**src/rtl/giro_counter.sv**
```systemverilog
// Revolution counter: synchronises and debounces a raw sensor, then runs a
// start/clear counting session whose 0..9 count feeds the 7-segment stage.
module giro_counter #(
    parameter int DEBOUNCE_CYCLES = 1000,
    parameter int CNT_W           = 10
) (
    input  logic       clock_in,
    input  logic       reset_in,
    input  logic       sensor_in,
    input  logic       start_in,
    input  logic       clear_in,
    input  logic [3:0] target_in,
    output logic [3:0] numgiro_out,
    output logic       giro_pulse_out,
    output logic       overflow_out,
    output logic       busy_out,
    output logic       done_out,
    output logic [1:0] state_dbg
);

    // Control is pulse based rather than valid/ready: start_in and clear_in
    // act on the single cycle they are high, with clear_in winning over start_in,
    // and start_in winning over a revolution pulse arriving in the same cycle.
    typedef enum logic [1:0] {
        IDLE  = 2'd0,
        COUNT = 2'd1,
        DONE  = 2'd2
    } state_t;

    localparam logic [CNT_W-1:0] CNT_LAST = CNT_W'(DEBOUNCE_CYCLES - 1);

    state_t           state_q;
    state_t           state_d;
    logic             sync1;
    logic             sync2;
    logic             db;
    logic             db_q;
    logic [CNT_W-1:0] stable_cnt;
    logic [3:0]       count_d;
    logic [3:0]       target_q;
    logic [3:0]       target_d;
    logic             overflow_d;
    logic             target_valid;

    always_ff @(posedge clock_in) begin
        if (reset_in) begin
            sync1      <= 1'b0;
            sync2      <= 1'b0;
            db         <= 1'b0;
            db_q       <= 1'b0;
            stable_cnt <= '0;
            giro_pulse_out <= 1'b0;
        end else begin
            sync1 <= sensor_in;
            sync2 <= sync1;
            db_q  <= db;
            giro_pulse_out <= db & ~db_q;
            if (sync2 == db) begin
                stable_cnt <= '0;
            end else if (stable_cnt == CNT_LAST) begin
                db         <= sync2;
                stable_cnt <= '0;
            end else begin
                stable_cnt <= stable_cnt + 1'b1;
            end
        end
    end

    // Targets outside 1..9 select free-run mode with a 9 -> 0 wrap.
    assign target_valid = (target_q != 4'd0) && (target_q <= 4'd9);

    always_comb begin
        state_d    = state_q;
        count_d    = numgiro_out;
        target_d   = target_q;
        overflow_d = 1'b0;
        if (clear_in) begin
            state_d = IDLE;
            count_d = 4'd0;
        end else if (start_in) begin
            state_d  = COUNT;
            count_d  = 4'd0;
            target_d = target_in;
        end else begin
            case (state_q)
                COUNT: begin
                    if (giro_pulse_out) begin
                        if (target_valid) begin
                            count_d = numgiro_out + 4'd1;
                            if (numgiro_out + 4'd1 == target_q) begin
                                state_d = DONE;
                            end
                        end else if (numgiro_out == 4'd9) begin
                            count_d    = 4'd0;
                            overflow_d = 1'b1;
                        end else begin
                            count_d = numgiro_out + 4'd1;
                        end
                    end
                end
                default: begin
                    state_d = state_q;
                end
            endcase
        end
    end

    always_ff @(posedge clock_in) begin
        if (reset_in) begin
            state_q      <= IDLE;
            numgiro_out  <= 4'd0;
            target_q     <= 4'd0;
            overflow_out <= 1'b0;
        end else begin
            state_q      <= state_d;
            numgiro_out  <= count_d;
            target_q     <= target_d;
            overflow_out <= overflow_d;
        end
    end

    assign busy_out  = (state_q == COUNT);
    assign done_out  = (state_q == DONE);
    assign state_dbg = state_q;

endmodule
```
**config.mk**
```make
export PLATFORM = sky130hd
export DESIGN_NAME = giro_counter
export DESIGN_NICKNAME = d
export VERILOG_FILES = /design/src/rtl/giro_counter.sv
export SDC_FILE = /design/constraint.sdc
export NUM_CORES = 1
export LEC_CHECK = 0
export CORE_UTILIZATION = 60
export CTS_BUF_LIST = sky130_fd_sc_hd__clkbuf_8
export DETAILED_ROUTE_END_ITERATION = 8
export DONT_BUFFER_PORTS = 1
export HOLD_SLACK_MARGIN = 0.02
export PLACE_DENSITY = 0.76
export SYNTH_ARGS = -nofsm -noshare
export SYNTH_HDL_FRONTEND = slang
export SYNTH_SLANG_ARGS = --single-unit
```
**constraint.sdc**
```tcl
create_clock -name clock_in -period 4.14 [get_ports clock_in]
set_clock_uncertainty 0.1 [all_clocks]
set_input_delay 0.414 -clock clock_in [delete_from_list [all_inputs] [get_ports clock_in]]
set_output_delay 0.414 -clock clock_in [all_outputs]
set_load 0.005 [all_outputs]
```
==> metrics.log, run 1 <==
INFO  metric result_of_the_run = finished clean
INFO  metric internal_power_component = 345 uW
INFO  metric core_ar = 1800 sq um
INFO  metric cts_made_buffers = 3
INFO  metric synth-xor-area-share = 0.0800
INFO  metric floorplan.io_pins = 19
INFO  metric synth_simple_gate_area_share = 0.273
INFO  metric syn-mean-instance-area = 8.92 sq um
INFO  metric worst_pin_slew = 586 ps
INFO  metric clk_pin_slew = 90 ps
INFO  metric grt_setup_unrepaired = no
INFO  metric post_drt_via_cell_ratio = 5.60
INFO  metric clk_path_buf_depth = 2
INFO  metric power.switching = 88.2 uW
INFO  metric synthesis.instances = 135
INFO  metric final_layout_size_suffix_gt1_frac = 0.0746
INFO  metric post_dp_cell_area = 1210 sq um
INFO  metric post_cts.repair.setup_buffers = 0
INFO  metric h-tree-depth = 1
INFO  metric clock_root_buffer = clkbuf_8
INFO  metric combinationalPowerShare = 0.033
INFO  metric power-per-cell-area = 342 nW/um^2
INFO  metric io_buffer_count = 0
INFO  metric wirelength = 2.14 mm
INFO  metric power.ir.vdd_worst = 0.000349 V
INFO  metric post_synth_mux_area_share = 0.0416
INFO  metric ys_dominant_reg_cell = dfxtp_1
INFO  metric 1st_iter_drt_viols = 21
INFO  metric synth_sequential_area_ratio = 0.432
INFO  metric drcViolationCount = 0
INFO  metric hp-class = in -> reg
INFO  metric dieArea = 2190 sq um
INFO  metric n_antenna_cell = 0
INFO  metric std_cell_rows = 15
INFO  metric cts_tree = built
INFO  metric compound_gate_portion_of_the_synthesized_area = 0.109
INFO  metric synth_warnings = 0
INFO  metric mostFrequentLayoutCell = dfxtp_1
INFO  metric hold_viol_final = 0
INFO  metric setup_slack_after_placement = 2360 ps
INFO  metric cp.arrival = 1850 ps
INFO  metric drt_first_pass_iters = 4
INFO  metric grt_antenna_before_repair = 0
INFO  metric gp_congestion = 0.880
INFO  metric relSlewSlack = 0.605
INFO  metric final_max_slew_viol_count = 0
INFO  metric nets = 147
INFO  metric p_leak = 0.000439 uW
INFO  metric cts_num_sinks = 26
INFO  metric ant_nets = 0
INFO  metric fin_worst_hold_slack = 104 ps
INFO  metric routed_wire_length_per_instance = 13.5 um
INFO  metric synth.ff_latch_count = 26
INFO  metric remaining_global_route_overflow = 0
INFO  metric die_height = 46.8 um
INFO  metric power_switching_share = 0.203
INFO  metric synth_edf_count = 0
INFO  metric dp.final_hpwl = 1.63 mm
INFO  metric finalInstanceArea = 1270 sq um
INFO  metric setup_violations = 0
INFO  metric globalRouteTotalUtil = 0.220
INFO  metric mappedNetlistArea = 1200 sq um
INFO  metric cts.repair.resized = 0
INFO  metric post_synth_fa_ha_maj_area_fraction = 0.0312
INFO  metric grt_start_max_net_pins = 15
INFO  metric tns = 0 ps
INFO  metric power.clock.fraction = 0.373
INFO  metric start_util = 0.668
INFO  metric critPathKind = reg -> reg
INFO  metric fin_util = 0.705
INFO  metric final.period_utilization = 0.435
INFO  metric maxCapViolations = 0
INFO  metric timing.critical_path.fanout_max = 7
INFO  metric number_of_buffers_inserted_for_hold_repair_after_clock_tree_synthesis = 0
INFO  metric global_route_wire_length_before_repair = 3.41 mm
INFO  metric grt_pass1_vias = 778
INFO  metric area_growth_syn_to_layout = 5.51%
INFO  metric floorplan_die_width = 46.8 um
INFO  metric min_period = 1800 ps
INFO  metric fmax = 555 MHz
INFO  metric layout_setup_ws = 2340 ps
INFO  metric synth.lib_cells_used.distinct = 36
INFO  metric synth-async-reset-ratio = 0
INFO  metric critPathLaunchType = flop
INFO  metric cp.required = 4190 ps
INFO  metric synth_top_family_by_area = simple AND/OR/NAND/NOR gates
INFO  metric power_frac_seq = 0.595
INFO  metric layout.cells.most_common_list = dfxtp_1, nor2_1
INFO  metric clk_latency = 270 ps
INFO  metric worst_setup_path_end_kind = flop
INFO  metric via_count = 890
INFO  metric postSynthNetCount = 147
## synthesized netlist by cell type (all sizes together) (2+ instances only)
cell     n  area, sq um
a21oi    9         48.8
clkbuf   4         16.3
dfxtp   26          521
ha       3         37.5
inv      5         18.8
mux2i    5         50.1
nand2    8         30.0
nand3    8         40.0
nand3b   3         22.5
nand4    2         12.5
nor2    17         63.8
nor2b    8         50.1
nor3     4         25.0
o21ai    3         15.0
or3      4         26.3
xnor2    5         43.8
xor2     6         52.6
## area by class of cell
type	count	area [sq um]
clock buffers	4	55.1
fillers	163	532
multi-input cells	99	644
well taps	25	31.3
inverters	5	18.8
flip-flops and latches	26	520
## metal layers
layer  GRT usage  part of all wire  wire [um]
met5           0                 0          0
met4      0.0686             0.011         23
met3      0.0615             0.048        103
met2       0.325              0.44        945
met1       0.313              0.50       1070
## path summary, 6_finish.rpt
path                       start             end  slack, ps  cells after the start
setup / recovery  numgiro_out[0]    state_dbg[0]       2340                      5
hold / removal          reset_in              db        100                      1
setup reg to reg  numgiro_out[0]    state_dbg[0]       2340                      5
hold reg to reg             db_q  giro_pulse_out        290                      1
## cell families after synthesis
kind of cell / Yosys count
buffers and inverters: 10
adder cells (fa/ha/maj): 3
AO/OA/AOI/OAI: 19
XOR/XNOR: 11
AND/OR/NAND/NOR: 61
flip-flops: 26
multiplexers: 5
## worst max-delay path, cell delays in order (launching register included)
cell and delay (ps):
dfxtp_1 480, ha_1 240, xnor2_1 100, or3b_1 380
a311oi_2 260, o21ai_0 120
## stage by stage
stage          power, uW  std cells
2_1_floorplan        276        135
3_3_place_gp         277        155
3_5_place_dp         278        155
4_1_cts              436        159
5_1_grt              448        159
6_report             434        159
## sequential cells by signal, summed over array words and instances, names as in the netlist
name / flops
stable_cnt: 10
overflow_out: 1
target_q: 4
sync2: 1
db_q: 1
numgiro_out: 4
giro_pulse_out: 1
state_dbg: 2
sync1: 1
db: 1
## power groups by stage
stage | registers [uW] | logic [uW] | clock network (uW)
floorplan | 263 | 13.8 | 0
global placement | 264 | 13.6 | 0
detailed placement | 264 | 14.2 | 0
CTS | 258 | 14.3 | 163
global route | 259 | 15.7 | 174
finish | 258 | 14.1 | 162
Power figures use the tool's default switching activity.
==> inputs of run 2 (changes only) <==
==> constraint.sdc (replaced) <==
create_clock -name clock_in -period 1.85 [get_ports clock_in]
set_clock_uncertainty 0.1 [all_clocks]
set_input_delay 0.185 -clock clock_in [delete_from_list [all_inputs] [get_ports clock_in]]
set_output_delay 0.185 -clock clock_in [all_outputs]
set_load 0.005 [all_outputs]
==> run 2 against run 1 <==
Count of clock-buffer cells in the layout unchanged. Register-to-register slack got worse by 2200 ps. Wire length increased by 13%. Cell count increased by 6.9%. Flip-flop and latch count unchanged. Largest power group unchanged. Worst setup slack got worse by 2200 ps. Via count increased by 8.2%. Utilization increased by 5.8 points.
==> metrics.log, run 2 (synthesis gave the netlist of run 1 again) <==
INFO  metric clk_latency = 270 ps (about the same)
INFO  metric crit_chain = ha_1 > xnor2_1 > or3b_1 > a311oi_2 > o21ai_0
INFO  metric seq_cell_area = 520 sq um (unchanged)
INFO  metric cts_num_sinks = 26 (unchanged)
INFO  metric start_util = 0.668 (unchanged)
INFO  metric wirelength = 2.43 mm (+13%)
INFO  metric cp.arrival = 1780 ps (-70 ps)
INFO  metric grt_antenna_before_repair = 0 (unchanged)
INFO  metric hp-class = in -> reg
INFO  metric clock_root_buffer = clkbuf_8
INFO  metric io_buffer_count = 0 (unchanged)
INFO  metric worst_path_max_delay_cell = or3b_1
INFO  metric drcViolationCount = 0 (unchanged)
INFO  metric drt_first_pass_iters = 4 (unchanged)
INFO  metric critPathKind = reg -> reg
INFO  metric maxCapViolations = 0 (unchanged)
INFO  metric fmax = 583 MHz (+5.2%)
INFO  metric combinationalPowerShare = 0.052 (+0.019)
INFO  metric global_route_wire_length_before_repair = 3.86 mm (+13%)
INFO  metric ant_nets = 0 (unchanged)
INFO  metric gp_congestion = 0.807 (-8.2%)
INFO  metric clk_pin_slew = 90 ps (about the same)
INFO  metric setup_violations = 0 (unchanged)
INFO  metric area_growth_syn_to_layout = 14.2%
INFO  metric rr_startpoint = numgiro_out[1]
INFO  metric cts_made_buffers = 3 (unchanged)
INFO  metric worst_path_largest_cell_delay = 380 ps (-100 ps)
INFO  metric r2r_cells = 5 (unchanged)
INFO  metric globalRouteTotalUtil = 0.256 (+0.0360)
INFO  metric fin_worst_hold_slack = 23.9 ps (-79.8 ps)
INFO  metric via_count = 963 (+8.2%)
INFO  metric hold_critical_path_endpoint = stable_cnt[8]
INFO  metric r2r_setup_slack = 140 ps (-2200 ps)
INFO  metric dieArea = 2190 sq um (unchanged)
INFO  metric fin_util = 0.763 (+0.0583)
INFO  metric max_flop_register = stable_cnt
INFO  metric placed_cells_incl_taps = 157 (+1.3%)
INFO  metric cp.buffers_inverters = 0 (unchanged)
INFO  metric power.clock.fraction = 0.367 (-0.006)
INFO  metric layout.cells.most_common_list = dfxtp_1, nor2_1, dlygate4sd3_1
INFO  metric area_used_by_multi_input_combinational_logic = 644 sq um (unchanged)
INFO  metric fill_cells = 135 (-17%)
INFO  metric largest_registers = stable_cnt (10), numgiro_out (4), target_q (4)
INFO  metric p_leak = 0.000487 uW (+11%)
INFO  metric mostFrequentLayoutCell = dfxtp_1
INFO  metric final_max_slew_viol_count = 0 (unchanged)
INFO  metric core_ar = 1800 sq um (unchanged)
INFO  metric grt_start_max_net_pins = 15 (unchanged)
INFO  metric die_height = 46.8 um (unchanged)
INFO  metric hold_viol_final = 0 (unchanged)
INFO  metric power.switching = 211 uW (+140%)
INFO  metric final.period_utilization = 0.927 (+0.491)
INFO  metric routed_wire_length_per_instance = 14.3 um (+6.1%)
INFO  metric tns = 0 ps (unchanged)
INFO  metric crit-reg2reg-capture = state_dbg[0]
INFO  metric timing.critical_path.fanout_max = 5 (-2)
INFO  metric worst_pin_slew = 482 ps (-104 ps)
INFO  metric cts.repair.resized = 0 (unchanged)
INFO  metric power_switching_share = 0.212 (+0.00839)
INFO  metric dp.final_hpwl = 1.53 mm (-5.7%)
INFO  metric cp.required = 1910 ps (-2280 ps)
INFO  metric power_frac_seq = 0.580 (-0.015)
INFO  metric power-per-cell-area = 725 nW/um^2 (+110%)
INFO  metric n_antenna_cell = 0 (unchanged)
INFO  metric largest_register_ff_count = 10 (unchanged)
INFO  metric 1st_iter_drt_viols = 21 (unchanged)
INFO  metric grt_pass1_vias = 870 (+12%)
INFO  metric worst_setup_path_end_kind = flop
INFO  metric std_cell_rows = 15 (unchanged)
INFO  metric result_of_the_run = finished clean
INFO  metric critPathLaunchType = flop
INFO  metric relSlewSlack = 0.678 (+0.0727)
INFO  metric hold-path-cell-count = 2 (+1)
INFO  metric grt_setup_unrepaired = no
INFO  metric p_total = 997 uW (+130%)
INFO  metric instances_no_fill = 170 (+6.9%)
INFO  metric post_drt_via_cell_ratio = 5.66 (+1.2%)
INFO  metric cpLargestDelayFamily = simple AND/OR/NAND/NOR gates
INFO  metric power.ir.vdd_worst = 0.000618 V (+77%)
INFO  metric clk_path_buf_depth = 2 (unchanged)
INFO  metric floorplan.io_pins = 19 (unchanged)
INFO  metric final_layout_size_suffix_gt1_frac = 0.0828 (+0.00813)
INFO  metric number_of_buffers_inserted_for_hold_repair_after_clock_tree_synthesis = 9 (+9)
INFO  metric h-tree-depth = 1 (unchanged)
INFO  metric cts_tree = built
INFO  metric post_cts.repair.setup_buffers = 0 (unchanged)
INFO  metric min-delay-start = reset_in
INFO  metric internal_power_component = 786 uW (+130%)
INFO  metric min_period = 1710 ps (-88.3 ps)
INFO  metric remaining_global_route_overflow = 0 (unchanged)
INFO  metric nets = 158 (+7.5%)
INFO  metric floorplan_die_width = 46.8 um (unchanged)
run 2: power by group through the flow:
stage | sequential, uW | clock [uW] | combinational [uW]
final | 579 | 366 | 52.3
after global routing | 580 | 385 | 57.5
after CTS | 578 | 371 | 49.9
after detailed placement | 591 | 0 | 32.1
after global placement | 590 | 0 | 31.2
after floorplan | 588 | 0 | 31.0
run 2: area by class of cell:
cell class,instances,area share
multi-input combinational,99,0.469
sequential,26,0.379
timing repair buffer,11,0.0764
clock buffer,4,0.0400
tap,25,0.0227
inverter,5,0.0136
run 2: through the flow:
stage	setup slack, ps	instance area [sq um]
3_5_place_dp	181	1230
6_report	136	1380
5_1_grt	66.5	1380
4_1_cts	157	1380
2_1_floorplan	231	1200
3_3_place_gp	209	1230
run 2: per-layer routing:
metal	part of all wire	track usage
met5	0	0
met2	0.47	0.425
met3	0.048	0.0615
met1	0.46	0.328
met4	0.014	0.0857
run 2: worst max path at each step:
stage	startpoint	end	depth (start not counted)
floorplan	numgiro_out[0]	state_dbg[0]	5
global placement	numgiro_out[1]	state_dbg[0]	5
detailed placement	numgiro_out[1]	state_dbg[0]	5
CTS	numgiro_out[1]	state_dbg[0]	5
global route	numgiro_out[1]	state_dbg[0]	5
finish	numgiro_out[1]	state_dbg[0]	5
==> inputs of run 3 (changes only) <==
--- a/config.mk
+++ b/config.mk
@@ -9,8 +9,7 @@
 export CTS_BUF_LIST = sky130_fd_sc_hd__clkbuf_8
 export DETAILED_ROUTE_END_ITERATION = 8
 export DONT_BUFFER_PORTS = 1
-export HOLD_SLACK_MARGIN = 0.02
-export PLACE_DENSITY = 0.76
+export PLACE_DENSITY = 0.77
 export SYNTH_ARGS = -nofsm -noshare
 export SYNTH_HDL_FRONTEND = slang
 export SYNTH_SLANG_ARGS = --single-unit
==> run 3 against run 2 <==
Worst setup slack gained 49 ps. Cell count is 1.2% lower. Total power up 8.4%. Via count down 1.5%. Combinational power down 11%. Largest cell class unchanged. Largest power group unchanged.
==> metrics.log, run 3 (synthesis gave the netlist of run 1 again) <==
INFO  metric floorplan.io_pins = 19 (unchanged)
INFO  metric layout.cells.most_common_list = dfxtp_1, nor2_1
INFO  metric hp-class = in -> reg
INFO  metric placed_cells_incl_taps = 157 (unchanged)
INFO  metric relSlewSlack = 0.710 (+0.0321)
INFO  metric cts_num_sinks = 26 (unchanged)
INFO  metric result_of_the_run = finished clean
INFO  metric start_util = 0.668 (unchanged)
INFO  metric min-delay-start = reset_in
INFO  metric power.ir.vdd_worst = 0.000592 V (-4.1%)
INFO  metric crit-reg2reg-capture = state_dbg[0]
INFO  metric finalInstanceArea = 1370 sq um (-0.18%)
INFO  metric fin_util = 0.762 (-0.00139)
INFO  metric clk_path_buf_depth = 2 (unchanged)
INFO  metric dp.final_hpwl = 1.54 mm (+0.20%)
INFO  metric timing.critical_path.fanout_max = 5 (unchanged)
INFO  metric maxCapViolations = 0 (unchanged)
INFO  metric post_dp_cell_area = 1230 sq um (unchanged)
INFO  metric io_buffer_count = 0 (unchanged)
INFO  metric p_total = 1080 uW (+8.4%)
INFO  metric area_growth_syn_to_layout = 14.0%
INFO  metric ant_nets = 0 (unchanged)
INFO  metric core_ar = 1800 sq um (unchanged)
INFO  metric grt_pass1_vias = 877 (+0.80%)
INFO  metric wirelength = 2.35 mm (-3.4%)
INFO  metric grt_start_max_net_pins = 16 (+1)
INFO  metric global_route_wire_length_before_repair = 3.78 mm (-2.0%)
INFO  metric clk_latency = 260 ps (about the same)
INFO  metric post_drt_via_cell_ratio = 5.65 (-0.28%)
INFO  metric fmax = 601 MHz (+3.0%)
INFO  metric max_flop_register = stable_cnt
INFO  metric std_cell_rows = 15 (unchanged)
INFO  metric hold_critical_path_endpoint = stable_cnt[9]
INFO  metric post_cts.repair.setup_buffers = 0 (unchanged)
INFO  metric p_leak = 0.000488 uW (+0.25%)
INFO  metric cts_tree = built
INFO  metric tns = 0 ps (unchanged)
INFO  metric cpLargestDelayFamily = simple AND/OR/NAND/NOR gates
INFO  metric power-per-cell-area = 788 nW/um^2 (+8.6%)
INFO  metric worst_path_max_delay_cell = or3b_1
INFO  metric h-tree-depth = 1 (unchanged)
INFO  metric gp_congestion = 0.827 (+2.5%)
INFO  metric worst_setup_path_end_kind = flop
INFO  metric critPathLaunchType = flop
INFO  metric r2r_cells = 5 (unchanged)
INFO  metric rr_startpoint = numgiro_out[1]
INFO  metric clock_root_buffer = clkbuf_8
INFO  metric min_period = 1660 ps (-49.4 ps)
INFO  metric setup_violations = 0 (unchanged)
INFO  metric die_height = 46.8 um (unchanged)
INFO  metric globalRouteTotalUtil = 0.246 (-0.0100)
INFO  metric dieArea = 2190 sq um (unchanged)
INFO  metric floorplan_die_width = 46.8 um (unchanged)
INFO  metric mostFrequentLayoutCell = dfxtp_1
INFO  metric startpoint = numgiro_out[1]
INFO  metric nets = 156 (-1.3%)
INFO  metric drt_first_pass_iters = 4 (unchanged)
INFO  metric grt_antenna_before_repair = 0 (unchanged)
INFO  metric instances_no_fill = 168 (-1.2%)
INFO  metric largest_registers = stable_cnt (10), numgiro_out (4), target_q (4)
INFO  metric hold-path-cell-count = 2 (unchanged)
INFO  metric n_antenna_cell = 0 (unchanged)
INFO  metric hold_viol_final = 0 (unchanged)
INFO  metric r2r_setup_slack = 190 ps (+50 ps)
INFO  metric cp.arrival = 1720 ps (-60 ps)
INFO  metric worst_path_largest_cell_delay = 380 ps (about the same)
INFO  metric drcViolationCount = 0 (unchanged)
INFO  metric routed_wire_length_per_instance = 14.0 um (-2.2%)
INFO  metric 1st_iter_drt_viols = 19 (-9.5%)
INFO  metric final_max_slew_viol_count = 0 (unchanged)
INFO  metric largest_register_ff_count = 10 (unchanged)
INFO  metric clk_pin_slew = 90 ps (about the same)
INFO  metric final_layout_size_suffix_gt1_frac = 0.0909 (+0.00815)
INFO  metric cp.buffers_inverters = 0 (unchanged)
INFO  metric grt_setup_unrepaired = no
INFO  metric cts_made_buffers = 3 (unchanged)
INFO  metric cp.required = 1900 ps (about the same)
INFO  metric final.period_utilization = 0.900 (-0.0267)
INFO  metric via_count = 949 (-1.5%)
INFO  metric remaining_global_route_overflow = 0 (unchanged)
INFO  metric critPathKind = reg -> reg
INFO  metric worst_pin_slew = 434 ps (-48.0 ps)
INFO  metric crit_chain = ha_1 > xnor2_1 > or3b_1 > a311oi_2 > o21ai_0
==> run 3: repair_timing <==
action                     4_1_cts  5_1_grt
gates resized for setup          0        1
setup endpoints to repair        0        1
hold buffers                     7        0
hold endpoints to repair         9        0
==> run 3: worst reg2reg max path: cells and delay by family (launching register included) <==
family          cells  cell delay (ps)
flops               1              350
fa+ha+maj           1              210
xor+xnor            1              170
simple gates        1              380
compound gates      2              350
==> run 3: metrics by stage <==
stage | worst slack [ps] | hold slack [ps]
2_1_floorplan | 231 | 194
3_3_place_gp | 214 | 159
3_5_place_dp | 179 | 161
4_1_cts | 157 | 10.1
5_1_grt | 32.7 | 1.29
6_report | 185 | 18.8
==> run 3: worst max path at each step <==
stage	end	slack, ps	cells past startpoint
finish	state_dbg[0]	190	5
detailed placement	state_dbg[0]	180	5
global placement	state_dbg[0]	210	5
global route	db	30	5
floorplan	state_dbg[0]	230	5
CTS	state_dbg[0]	160	5
==> run 3: layout make-up <==
class	instances	area, sq um
Clock buffer	3	41.3
Clock inverter	1	30.0
Fill cell	137	429
Inverter	5	18.8
Multi-Input combinational cell	99	644
Sequential cell	26	522
Tap cell	25	31.3
Timing Repair Buffer	9	85.1
==> run 3: routing by layer <==
metal,track usage,vias to the layer above,wire length (um),part of all wire
met3,0.0885,6,116,0.049
met5,0,-,0,0
met4,0.0914,0,51,0.022
met2,0.408,17,1130,0.48
li1,-,480,-,-
met1,0.293,446,1060,0.45
==> run 3: report_power, final <==
part | internal [uW] | switching [uW]
clock | 289 | 168
sequential | 567 | 10.7
combinational | 25.9 | 20.6
total | 882 | 199
